<file path="src/rtl/instr_fetch_unit.sv">
// RV32I fetch stage: owns the PC, issues single-outstanding word fetches and
// buffers returned instructions with their PCs for decode.
module instr_fetch_unit #(
  parameter logic [31:0] RESET_PC = 32'h0000_0000,
  parameter int unsigned DEPTH    = 2
) (
  input  logic        clk,
  input  logic        rst_n,
  output logic        imem_req,
  output logic [31:0] imem_addr,
  input  logic        imem_gnt,
  input  logic        imem_rvalid,
  input  logic [31:0] imem_rdata,
  output logic        instr_valid,
  input  logic        instr_ready,
  output logic [31:0] instr,
  output logic [31:0] instr_pc,
  output logic [6:0]  opcode,
  input  logic        redirect,
  input  logic [31:0] redirect_pc,
  input  logic [31:0] redirect_imm,
  output logic        misalign_err
);

  localparam int unsigned PTR_W = (DEPTH > 1) ? $clog2(DEPTH) : 1;
  localparam int unsigned CNT_W = PTR_W + 1;

  typedef enum logic [1:0] {
    S_RUN  = 2'd0,
    S_WAIT = 2'd1,
    S_DROP = 2'd2
  } state_e;

  state_e             state_q, state_d;
  logic [31:0]        fetch_pc_q, fetch_pc_d;
  logic [31:0]        req_pc_q, req_pc_d;
  logic               misalign_q, misalign_d;
  logic [CNT_W-1:0]   count_q, count_d;
  logic [PTR_W-1:0]   wr_ptr_q, wr_ptr_d;
  logic [PTR_W-1:0]   rd_ptr_q, rd_ptr_d;
  logic [31:0]        instr_mem_q [DEPTH];
  logic [31:0]        pc_mem_q    [DEPTH];

  logic [31:0]        target;
  logic               fire;
  logic               push;
  logic               pop;

  assign target = redirect_pc + redirect_imm;
  assign fire   = imem_req & imem_gnt;
  // A redirect cancels both the response capture and any decode consume.
  assign push   = (state_q == S_WAIT) & imem_rvalid & ~redirect;
  assign pop    = instr_valid & instr_ready & ~redirect;

  assign imem_addr    = fetch_pc_q;
  assign instr_valid  = (count_q != '0);
  assign instr        = instr_mem_q[rd_ptr_q];
  assign instr_pc     = pc_mem_q[rd_ptr_q];
  assign opcode       = instr[6:0];
  assign misalign_err = misalign_q;

  // FSM state register
  always_ff @(posedge clk or negedge rst_n) begin
    if (!rst_n) state_q <= S_RUN;
    else        state_q <= state_d;
  end

  // FSM next state
  always_comb begin
    state_d = state_q;
    unique case (state_q)
      S_RUN:   if (fire) state_d = S_WAIT;
      S_WAIT:  begin
        if (imem_rvalid)   state_d = S_RUN;
        else if (redirect) state_d = S_DROP;
      end
      S_DROP:  if (imem_rvalid) state_d = S_RUN;
      default: state_d = S_RUN;
    endcase
  end

  // FSM outputs
  always_comb begin
    imem_req = 1'b0;
    if ((state_q == S_RUN) && (count_q < CNT_W'(DEPTH)) && !misalign_q && !redirect && rst_n)
      imem_req = 1'b1;
  end

  // PC, error flag and FIFO bookkeeping
  always_comb begin
    fetch_pc_d = fetch_pc_q;
    req_pc_d   = req_pc_q;
    misalign_d = misalign_q;
    count_d    = count_q;
    wr_ptr_d   = wr_ptr_q;
    rd_ptr_d   = rd_ptr_q;
    if (redirect) begin
      fetch_pc_d = target;
      misalign_d = (target[1:0] != 2'b00);
      count_d    = '0;
      wr_ptr_d   = '0;
      rd_ptr_d   = '0;
    end else begin
      if (fire) begin
        req_pc_d   = fetch_pc_q;
        fetch_pc_d = fetch_pc_q + 32'd4;
      end
      if (push) wr_ptr_d = wr_ptr_q + PTR_W'(1);
      if (pop)  rd_ptr_d = rd_ptr_q + PTR_W'(1);
      if (push && !pop)      count_d = count_q + CNT_W'(1);
      else if (pop && !push) count_d = count_q - CNT_W'(1);
    end
  end

  always_ff @(posedge clk or negedge rst_n) begin
    if (!rst_n) begin
      fetch_pc_q <= RESET_PC;
      req_pc_q   <= RESET_PC;
      misalign_q <= 1'b0;
      count_q    <= '0;
      wr_ptr_q   <= '0;
      rd_ptr_q   <= '0;
    end else begin
      fetch_pc_q <= fetch_pc_d;
      req_pc_q   <= req_pc_d;
      misalign_q <= misalign_d;
      count_q    <= count_d;
      wr_ptr_q   <= wr_ptr_d;
      rd_ptr_q   <= rd_ptr_d;
    end
  end

  // Payload storage needs no reset: entries are only read while counted valid.
  always_ff @(posedge clk) begin
    if (push) begin
      instr_mem_q[wr_ptr_q] <= imem_rdata;
      pc_mem_q[wr_ptr_q]    <= req_pc_q;
    end
  end

endmodule

</file>
<file path="config.mk">
export PLATFORM = sky130hd
export DESIGN_NAME = instr_fetch_unit
export DESIGN_NICKNAME = d
export VERILOG_FILES = /design/src/rtl/instr_fetch_unit.sv
export SDC_FILE = /design/constraint.sdc
export NUM_CORES = 1
export LEC_CHECK = 0
export CELL_PAD_IN_SITES_DETAIL_PLACEMENT = 1
export CELL_PAD_IN_SITES_GLOBAL_PLACEMENT = 2
export CORE_MARGIN = 8
export CORE_UTILIZATION = 25
export DETAILED_ROUTE_END_ITERATION = 8
export MAX_ROUTING_LAYER = met4
export PLACE_DENSITY_LB_ADDON = 0.1
export SYNTH_ARGS = -nofsm -noshare
export SYNTH_HDL_FRONTEND = slang
export SYNTH_SLANG_ARGS = --single-unit
</file>
<file path="constraint.sdc">
create_clock -name clk -period 10.3 [get_ports clk]
set_input_delay 1.03 -clock clk [delete_from_list [all_inputs] [get_ports clk]]
set_output_delay 1.03 -clock clk [all_outputs]
set_load 0.03 [all_outputs]
</file>
Word-level counts from Yosys, hierarchy flattened
Memory sizes are Yosys's and may differ from the RTL's.
Index checks and enable logic that the tools add are counted.
{"block": "classes", "n_mux": 17, "n_addsub": 6, "n_lt_le_gt_ge": 1, "n_eq_ne": 5, "reduce_logical": 19, "n_bitwise": 6}
{"cell": "two-way mux 32 bit", "count": 2}
{"cell": "adder 32 x 3 -> 32 bit, second input constant", "count": 1}
{"cell": "adder 32 bit", "count": 1}
{"cell": "two-way mux 2 bit", "count": 7}
{"cell": "nonzero test 2 bit", "count": 5}
{"cell": "two-way mux 1 bit", "count": 7}
{"cell": "logical AND 1 bit", "count": 6}
{"cell": "one-hot mux 2 bit (3 select lines)", "count": 1}
{"cell": "AND 1 bit", "count": 5}
{"cell": "logical NOT 1 bit", "count": 4}
{"cell": "!= test 2 bit, second input constant", "count": 2}
{"cell": "!= test 3 bit, second input constant", "count": 1}
{"cell": "AND reduction 3 bit", "count": 1}
{"cell": "nonzero test 3 bit", "count": 1}
{"cell": "adder 1 bit, second input constant", "count": 2}
{"cell": "adder 2 x 1 -> 2 bit, second input constant", "count": 1}
{"cell": "equality test 2 x 1 -> 1 bit, second input constant", "count": 1}
{"cell": "equality test 2 bit, second input constant", "count": 1}
{"cell": "logical NOT 2 bit", "count": 1}
{"cell": "< comparator 2 bit, second input constant", "count": 1}
{"cell": "AND reduction 2 bit", "count": 1}
{"cell": "subtractor 2 x 1 -> 2 bit, second input constant", "count": 1}
{"cell": "NOT 1 bit", "count": 1}
{"block": "word_totals", "memories": 2, "out_inout_bits": 106, "ramBits": 128, "input_bits": 102, "elab_cells": 63, "regBits": 71}
{"memory": "instr_mem_q", "depth": 2, "word_bits": 32, "rd": 1, "rd_clocked_by_memory_dff": 0, "write_ports": 1, "line": "41", "source": "logic [31:0] instr_mem_q [DEPTH];"}
{"memory": "pc_mem_q", "depth": 2, "word_bits": 32, "rd": 1, "rd_clocked_by_memory_dff": 0, "write_ports": 1, "line": "42", "source": "logic [31:0] pc_mem_q [DEPTH];"}

Depth between registers and ports, before layout
Gate-level depths: netlist (run 1).
{"block": "logic_depth", "word_depth": 9, "depth_mapped": 10, "depth_no_buf": 10}

Least setup slack after synthesis (run 1)
Ideal clock, no wire load.
{"block": "synth_timing", "kind": "input to register", "startpoint": "in redirect", "endpoint": "mem instr_mem_q[1][0], enable pin", "stages": 4, "t_required_ns": 9.722, "setup_time_ns": 0.578, "slack_ns": 3.421, "n_path_buf": 3, "arrival_ns": 6.301, "cell_sequence": "buf_2 clkbuf_1 clkbuf_1 nor3b_1"}
{"block": "synth_between", "elab_chain_cells": 4}
{"element": "start, declared", "line": "19", "source": "input logic redirect,"}
{"element": "NOT 1 bit (no source line)"}
{"element": "AND 1 bit", "line": "52", "source": "assign push = (state_q == S_WAIT) & imem_rvalid & ~redirect;"}
{"element": "two-way mux 1 bit", "line": "135", "source": "if (push) begin"}
{"element": "two-way mux 1 bit (not written as such)", "line": "136", "source": "instr_mem_q[wr_ptr_q] <= imem_rdata;"}
{"element": "end, declared", "line": "41"}
Every way passes these cells.

Worst setup path after layout (run 1)
{"block": "layout_timing", "startpoint": "in rst_n", "endpoint": "out imem_req"}
{"block": "layout_between", "elab_chain_cells": 2}
{"element": "start, declared", "line": "8", "source": "input logic rst_n,"}
{"element": "logical AND 1 bit", "line": "85", "source": "if ((state_q == S_RUN) && (count_q < CNT_W'(DEPTH)) && !misalign_q && !redirect && rst_n)"}
{"element": "two-way mux 1 bit", "line": "85"}
{"element": "end, declared", "line": "9", "source": "output logic imem_req,"}
Every way passes these cells.

==> results.md, run 1 <==
* Pre-antenna DRT Iters at 8
* Setup WS pre-CTS at 6.24 ns
* Synthesized Nets at 960
* Routability cong. at 0.773
* Avg WL per Cell at 19.6 µm
* HPWL Detailed at 22.6 mm
* Status: completed
* Tot Pwr at 2.13 mW
* RSZ-0062 raised after global routing: false
* # nets final at 1153
* First-pass GRT wire length at 47.8 mm
* Post-route antenna net violation count at 0
* Pwr dens at 164 nW/µm²
* Placed Instances at 1517
* Post-synth top area cell: edfxtp_1
* CP Launch Type: primary input
* Tcrit/Tclk final at 0.381
* CORE AREA at 38700 µm²
* Ys Warns at 0
* Root Driver: clkbuf_16
* Post-Syn Area at 9820 µm²
* WHS at 0.472 ns
* Async SR Flop Fraction at 0.357
* # fillers at 4242
* Worst VDD drop at 0.117 mV
* CTS clk-pin slew, worst paths at 0.07 ns
* Sink Count at 199
* Cells after Synth at 825
* Layout Cells excl Fill at 1549
* Req. time, crit path at 9.27 ns
* Register area share after synthesis at 0.572
* Critical Path End Type: output pin
* Vias in the first global route at 7739
* Post-cts repair resize count at 0
* GRT Overall Usage at 0.136
* Reg2reg start: state_q[0]$_DFFE_PN0P_
* # H-tree levels at 4
* Most frequent cell after synthesis: nand2_1
* Setup CP Type: in -> out
* Maximum buffer depth of the clock tree at 2
* Class of the worst hold path: reg -> reg
* Synth top area share at 0.391
* Slew @ Worst Pin at 0.879 ns
* Setup slack after layout at 6.37 ns
* Minimum clock period at 3.93 ns
* Dominant synthesized flop cell: edfxtp_1
* Initial antenna violation count at 0
* Vias per cell at 4.54
* IO Pins at 208
* CP startpoint: rst_n
* Beginning of the worst hold path: req_pc_q[31]$_DFFE_PN0P_
* Crit-path max FO at 47
* Lkg Pwr at 4.84 nW
* # diodes at 0
* Die width at 214 µm
* Hold_buf cts at 0
* Grt total ovfl at 0
* Most instantiated cells after synthesis: nand2_1, edfxtp_1, dfrtp_1
* Layout cell share with drive strength beyond 1 at 0.118
* Routed via count at 7039
* Die Ht at 214 µm
* Die ar. at 45900 µm²
* TritonCTS clock tree: built
* Area delta synth->final at 32.1%
* Clk_lat worst skew at 0.43 ns
* F_max at 0.255 GHz
* Starting Density at 0.254
* Pin count of the biggest net entering global routing at 62
* Final hold violation count at 0
* Yosys reg bits at 199
* Num CTS Buffers at 17
* Buffers inserted by post-CTS timing repair at 0
* Slew HR at 0.414
* Final setup viols at 0
* 1st-iter DRT viols at 223
* Dominant cells by area after synthesis: edfxtp_1, dfrtp_1, mux2_2, nand2_1, ha_1
* Max Cap Viol at 0
* Fin Setup TNS at 0 ns
* Fin Clk Skew at 0.0103 ns
* Syn_area_per_cell at 11.9 µm²
* Slew Viols, Final at 0
* Crit path DAT at 2.90 ns
* Netlist cell types at 71
* Final Routed Wirelength at 30.3 mm
* Post-synth EDFFs at 128
* FP Rows at 72
* IO buf count at 207
* Remaining DRCs at 0
placed cells by master (no fill, tap or decap), types with 5 or more instances in the layout:
cell type        count
nor2_1              46
nand2_1            136
ha_1                32
edfxtp_1           128
xor2_1              22
mux2i_1              7
inv_1                9
o21ai_1              5
clkdlybuf4s50_1    205
clkbuf_16           17
nand4_1             11
buf_4                9
and3_1               8
a31oi_1              6
nor3_1               7
xnor2_1             16
dfrtp_1             70
mux2_2              65
nand3_1             12
a21o_1              17
a221oi_1             7
and4_1               7
o21a_1               5
o21ai_0             27
a211oi_1            12
and2_1               8
nor2b_1              8
nand2b_1             6
a21oi_1             45
critical path, stage by stage:
cell and delay (ns):
buf_4 0.33, buf_4 0.59, and3b_1 0.25, clkdlybuf4s50_1 0.68
final timing paths:
check	cells past startpoint	slack, ns	end
setup reg to reg	4	7.59	instr_mem_q[0][3]$_DFFE_PP_
min in group asynchronous	1	0.51	imem_addr[0]$_DFFE_PN0P_
hold reg to reg	0	0.47	pc_mem_q[1][31]$_DFFE_PP_
max in group asynchronous	2	8.78	req_pc_q[20]$_DFFE_PN0P_
hold / removal	0	0.47	pc_mem_q[1][31]$_DFFE_PP_
setup / recovery	4	6.37	imem_req
report_power, final:
part	internal, mW	total [mW]	switching, mW	leakage [nW]
registers	0.961	1.06	0.0987	2.03
clock network	0.358	0.651	0.293	0.266
logic	0.185	0.423	0.238	2.54
layout make-up:
class / instances / area (µm²) / area share
clock buffers: 20 / 437 / 0.0336
flip-flops and latches: 199 / 5620 / 0.433
multi-input cells: 576 / 3990 / 0.307
clock inverters: 12 / 130 / 0.0100
inverters: 9 / 33.8 / 0.00260
well taps: 518 / 648 / 0.0499
repair buffers: 215 / 2120 / 0.164
logic make-up after synthesis:
kind of cell / Yosys count / synth area share
AO/OA/AOI/OAI: 161 / 0.111
XOR/XNOR: 39 / 0.0355
adder cells (fa/ha/maj): 33 / 0.0428
buffers and inverters: 50 / 0.0233
flip-flops: 199 / 0.572
multiplexers: 72 / 0.0816
AND/OR/NAND/NOR: 271 / 0.133
flip-flops by register name (all words and copies together) (netlist names):
name	count
instr_mem_q	64
pc_mem_q	64
imem_addr	32
req_pc_q	32
count_q	2
state_q	2
misalign_err	1
rd_ptr_q	1
wr_ptr_q	1
layer usage:
metal  vias up  GRT usage  wire, µm
li1       3412          -         -
met3        18     0.0269      1060
met2       152      0.221     14500
met1      3457      0.173     14400
met5         -          -         0
met4         0     0.0324       367
stage by stage:
stage          instance area, µm²   util
6_report                    13000  0.335
5_1_grt                     13000  0.335
4_1_cts                     13000  0.335
3_5_place_dp                12400  0.320
3_3_place_gp                12400  0.320
2_1_floorplan                9820      -
(Power assumes the default switching activity.)
==> run 2, diff against run 1 <==
==> constraint.sdc (replaced) <==
create_clock -name clk -period 3.5 [get_ports clk]
set_input_delay 0.35 -clock clk [delete_from_list [all_inputs] [get_ports clk]]
set_output_delay 0.35 -clock clk [all_outputs]
set_load 0.03 [all_outputs]
==> results.md, run 2 (synthesized netlist as in run 1, its figures left out) <==
* Remaining DRCs at 0 (unchanged)
* TritonCTS clock tree: built
* Reg power frac at 0.478 (-0.019)
* Pwr dens at 492 nW/µm² (+200%)
* Crit-path max FO at 6 (-87%)
* Commonest non-fill, non-tap cells in the layout: clkdlybuf4s50_1, nand2_1, edfxtp_1
* Minimum clock period at 2.83 ns
* Initial antenna violation count at 0 (unchanged)
* Critical Path End Type: register
* CTS clk-pin slew, worst paths at 0.08 ns (about the same)
* F_max at 0.353 GHz
* Internal at 4.54 mW (+200%)
* Buf+Inv Stages, Crit Path at 1 (-2)
* Net Sw Frac at 0.300 (+0.00476)
* Final setup viols at 0 (unchanged)
* Top Registers: instr_mem_q (64), pc_mem_q (64)
* # nets final at 1164 (+0.95%)
* Die width at 214 µm (unchanged)
* Pin count of the biggest net entering global routing at 55 (-11%)
* Root Driver: clkbuf_16
* Critical path depth at 8 (+4)
* GRT Overall Usage at 0.136 (+0.000207)
* FP Rows at 72 (unchanged)
* # H-tree levels at 4 (unchanged)
* Grt total ovfl at 0 (unchanged)
* Die Ht at 214 µm (unchanged)
* FF/Latch Area at 5620 µm² (unchanged)
* Sink Count at 199 (unchanged)
* Tot Pwr at 6.49 mW (+200%)
* Final Routed Wirelength at 30.8 mm (+1.5%)
* Setup CP Type: in -> reg
* CP Launch Type: primary input
* Vias per cell at 4.53 (-0.41%)
* CP startpoint: redirect_pc[9]
* Req. time, crit path at 3.79 ns (-5.48 ns)
* 1st-iter DRT viols at 312 (+40%)
* Largest stage delay on the critical path at 0.78 ns (+0.10 ns)
* P_sw at 1.95 mW (+210%)
* Tcrit/Tclk final at 0.810
* Fin Clk Skew at 0.0103 ns (+0.0000331 ns)
* RSZ-0062 raised after global routing: false
* Worst flop-to-flop path endpoint: imem_addr[24]$_DFFE_PN0N_
* Gate power share at 0.194 (-0.004)
* HPWL Detailed at 23.1 mm (+2.5%)
* Maximum buffer depth of the clock tree at 2 (unchanged)
* First-pass GRT wire length at 47.7 mm (about the same)
* Area delta synth->final at 34.2%
* Lkg Pwr at 4.95 nW (+2.3%)
* R2R cell count at 6 (+2)
* Slew Viols, Final at 0 (unchanged)
* Slew HR at 0.403 (-0.0109)
* Status: completed
* Hold_buf cts at 1 (+1)
* Buffers inserted by post-CTS timing repair at 0 (unchanged)
* IO buf count at 207 (unchanged)
* IO Pins at 208 (unchanged)
* Worst path slowest cell: a2111oi_1
* Reg2reg start: state_q[1]$_DFFE_PN0P_
* Routed via count at 7060 (+0.30%)
* # fillers at 4203 (-0.92%)
* Critical Path End: imem_addr[18]$_DFFE_PN0N_
* Num CTS Buffers at 17 (unchanged)
* Pre-antenna DRT Iters at 4 (-4)
* Beginning of the worst hold path: req_pc_q[28]$_DFFE_PN0P_
* Final hold violation count at 0 (unchanged)
* CP cell instances: clkdlybuf4s50_1 -> ha_1 -> a21o_1 -> a2111oi_1 -> a21oi_1 -> a21boi_2 -> xor2_1 -> a21oi_1
* Post-route antenna net violation count at 0 (unchanged)
* Hold path cells at 0 (unchanged)
* Multi-input logic area at 4000 µm² (+0.31%)
* Max Cap Viol at 0 (unchanged)
* Avg WL per Cell at 19.7 µm (+0.77%)
* Clk_lat worst skew at 0.44 ns (about the same)
* Cell mode on critical path: a21oi_1
* CORE AREA at 38700 µm² (unchanged)
* Starting Density at 0.254 (unchanged)
* Cell family with most CP delay: compound AO/OA/AOI/OAI gates
* WHS at 0.470 ns (-0.00176 ns)
* Routability cong. at 0.781 (+1.1%)
* # diodes at 0 (unchanged)
* Worst VDD drop at 0.309 mV (+160%)
* Die ar. at 45900 µm² (unchanged)
* Vias in the first global route at 7645 (-1.2%)
* Crit path DAT at 3.13 ns (+0.23 ns)
* Slew @ Worst Pin at 0.893 ns (+0.0141 ns)
* Register-to-register setup slack at 0.91 ns (-6.68 ns)
* Commonest non-fill, non-tap cell in the layout: clkdlybuf4s50_1
* Layout cell share with drive strength beyond 1 at 0.131 (+0.0131)
* Power share of the clock group at 0.328 (+0.023)
* Post-cts repair resize count at 0 (unchanged)
* Class of the worst hold path: reg -> reg
-- run 2: cell types whose count changed in the layout (fill, tap and decap cells not counted), moves of 2 or more --
cell,previous run,this run
buf_4,9,16
inv_6,1,5
inv_8,0,4
buf_12,0,3
clkbuf_1,3,0
clkinv_4,3,0
clkinv_1,2,0
clkinvlp_4,3,1
-- run 2: metal layers --
metal / wire length (µm) / vias to the layer above / global-route usage
met4: 375 / 0 / 0.0338
met1: 14400 / 3440 / 0.173
met5: 0 / - / -
li1: - / 3440 / -
met3: 1130 / 26 / 0.0247
met2: 14900 / 154 / 0.224
-- run 2: power groups by stage --
| stage | clock (mW) | combinational [mW] | sequential [mW] |
|---|---|---|---|
| 4_1_cts | 2.21 | 1.28 | 3.11 |
| 5_1_grt | 2.29 | 1.38 | 3.14 |
| 6_report | 2.13 | 1.26 | 3.10 |
| 3_5_place_dp | 0 | 1.27 | 3.16 |
| 3_3_place_gp | 0 | 1.27 | 3.15 |
| 2_1_floorplan | 0 | 0.587 | 3.20 |
-- run 2: area by class of cell --
class | instances | share of cell area
clock buffers | 17 | 0.0323
clock inverters | 15 | 0.0158
inverters | 9 | 0.00256
multi-input cells | 576 | 0.303
flip-flops and latches | 199 | 0.426
well taps | 518 | 0.0492
repair buffers | 226 | 0.170
-- run 2: through the flow --
| stage | utilization | instances | TNS (ns) | instance area [µm²] | worst slack [ns] |
|---|---|---|---|---|---|
| 2_1_floorplan | - | 825 | -54.39 | 9830 | -0.432 |
| 3_3_place_gp | 0.324 | 1527 | 0 | 12500 | 0.173 |
| 3_5_place_dp | 0.324 | 1527 | 0 | 12500 | 0.204 |
| 4_1_cts | 0.340 | 1560 | 0 | 13200 | 0.613 |
| 5_1_grt | 0.340 | 1560 | 0 | 13200 | 0.475 |
| 6_report | 0.340 | 1560 | 0 | 13200 | 0.666 |
-- run 2: worst min-delay path by stage --
stage	to	slack, ns
after global routing	instr_mem_q[0][13]$_DFFE_PP_	0.46
after CTS	instr_mem_q[1][13]$_DFFE_PP_	0.46
after detailed placement	req_pc_q[10]$_DFFE_PN0P_	0.44
final	pc_mem_q[1][28]$_DFFE_PP_	0.47
after floorplan	count_q[0]$_DFFE_PN0P_	0.05
after global placement	imem_addr[1]$_DFFE_PN0P_	0.44
-- run 2: worst reg2reg max path, delay by kind of cell, from the launching register on --
kind            cells  cell delay, ns
simple gates        4            1.68
flops               1            0.42
compound gates      2            0.44
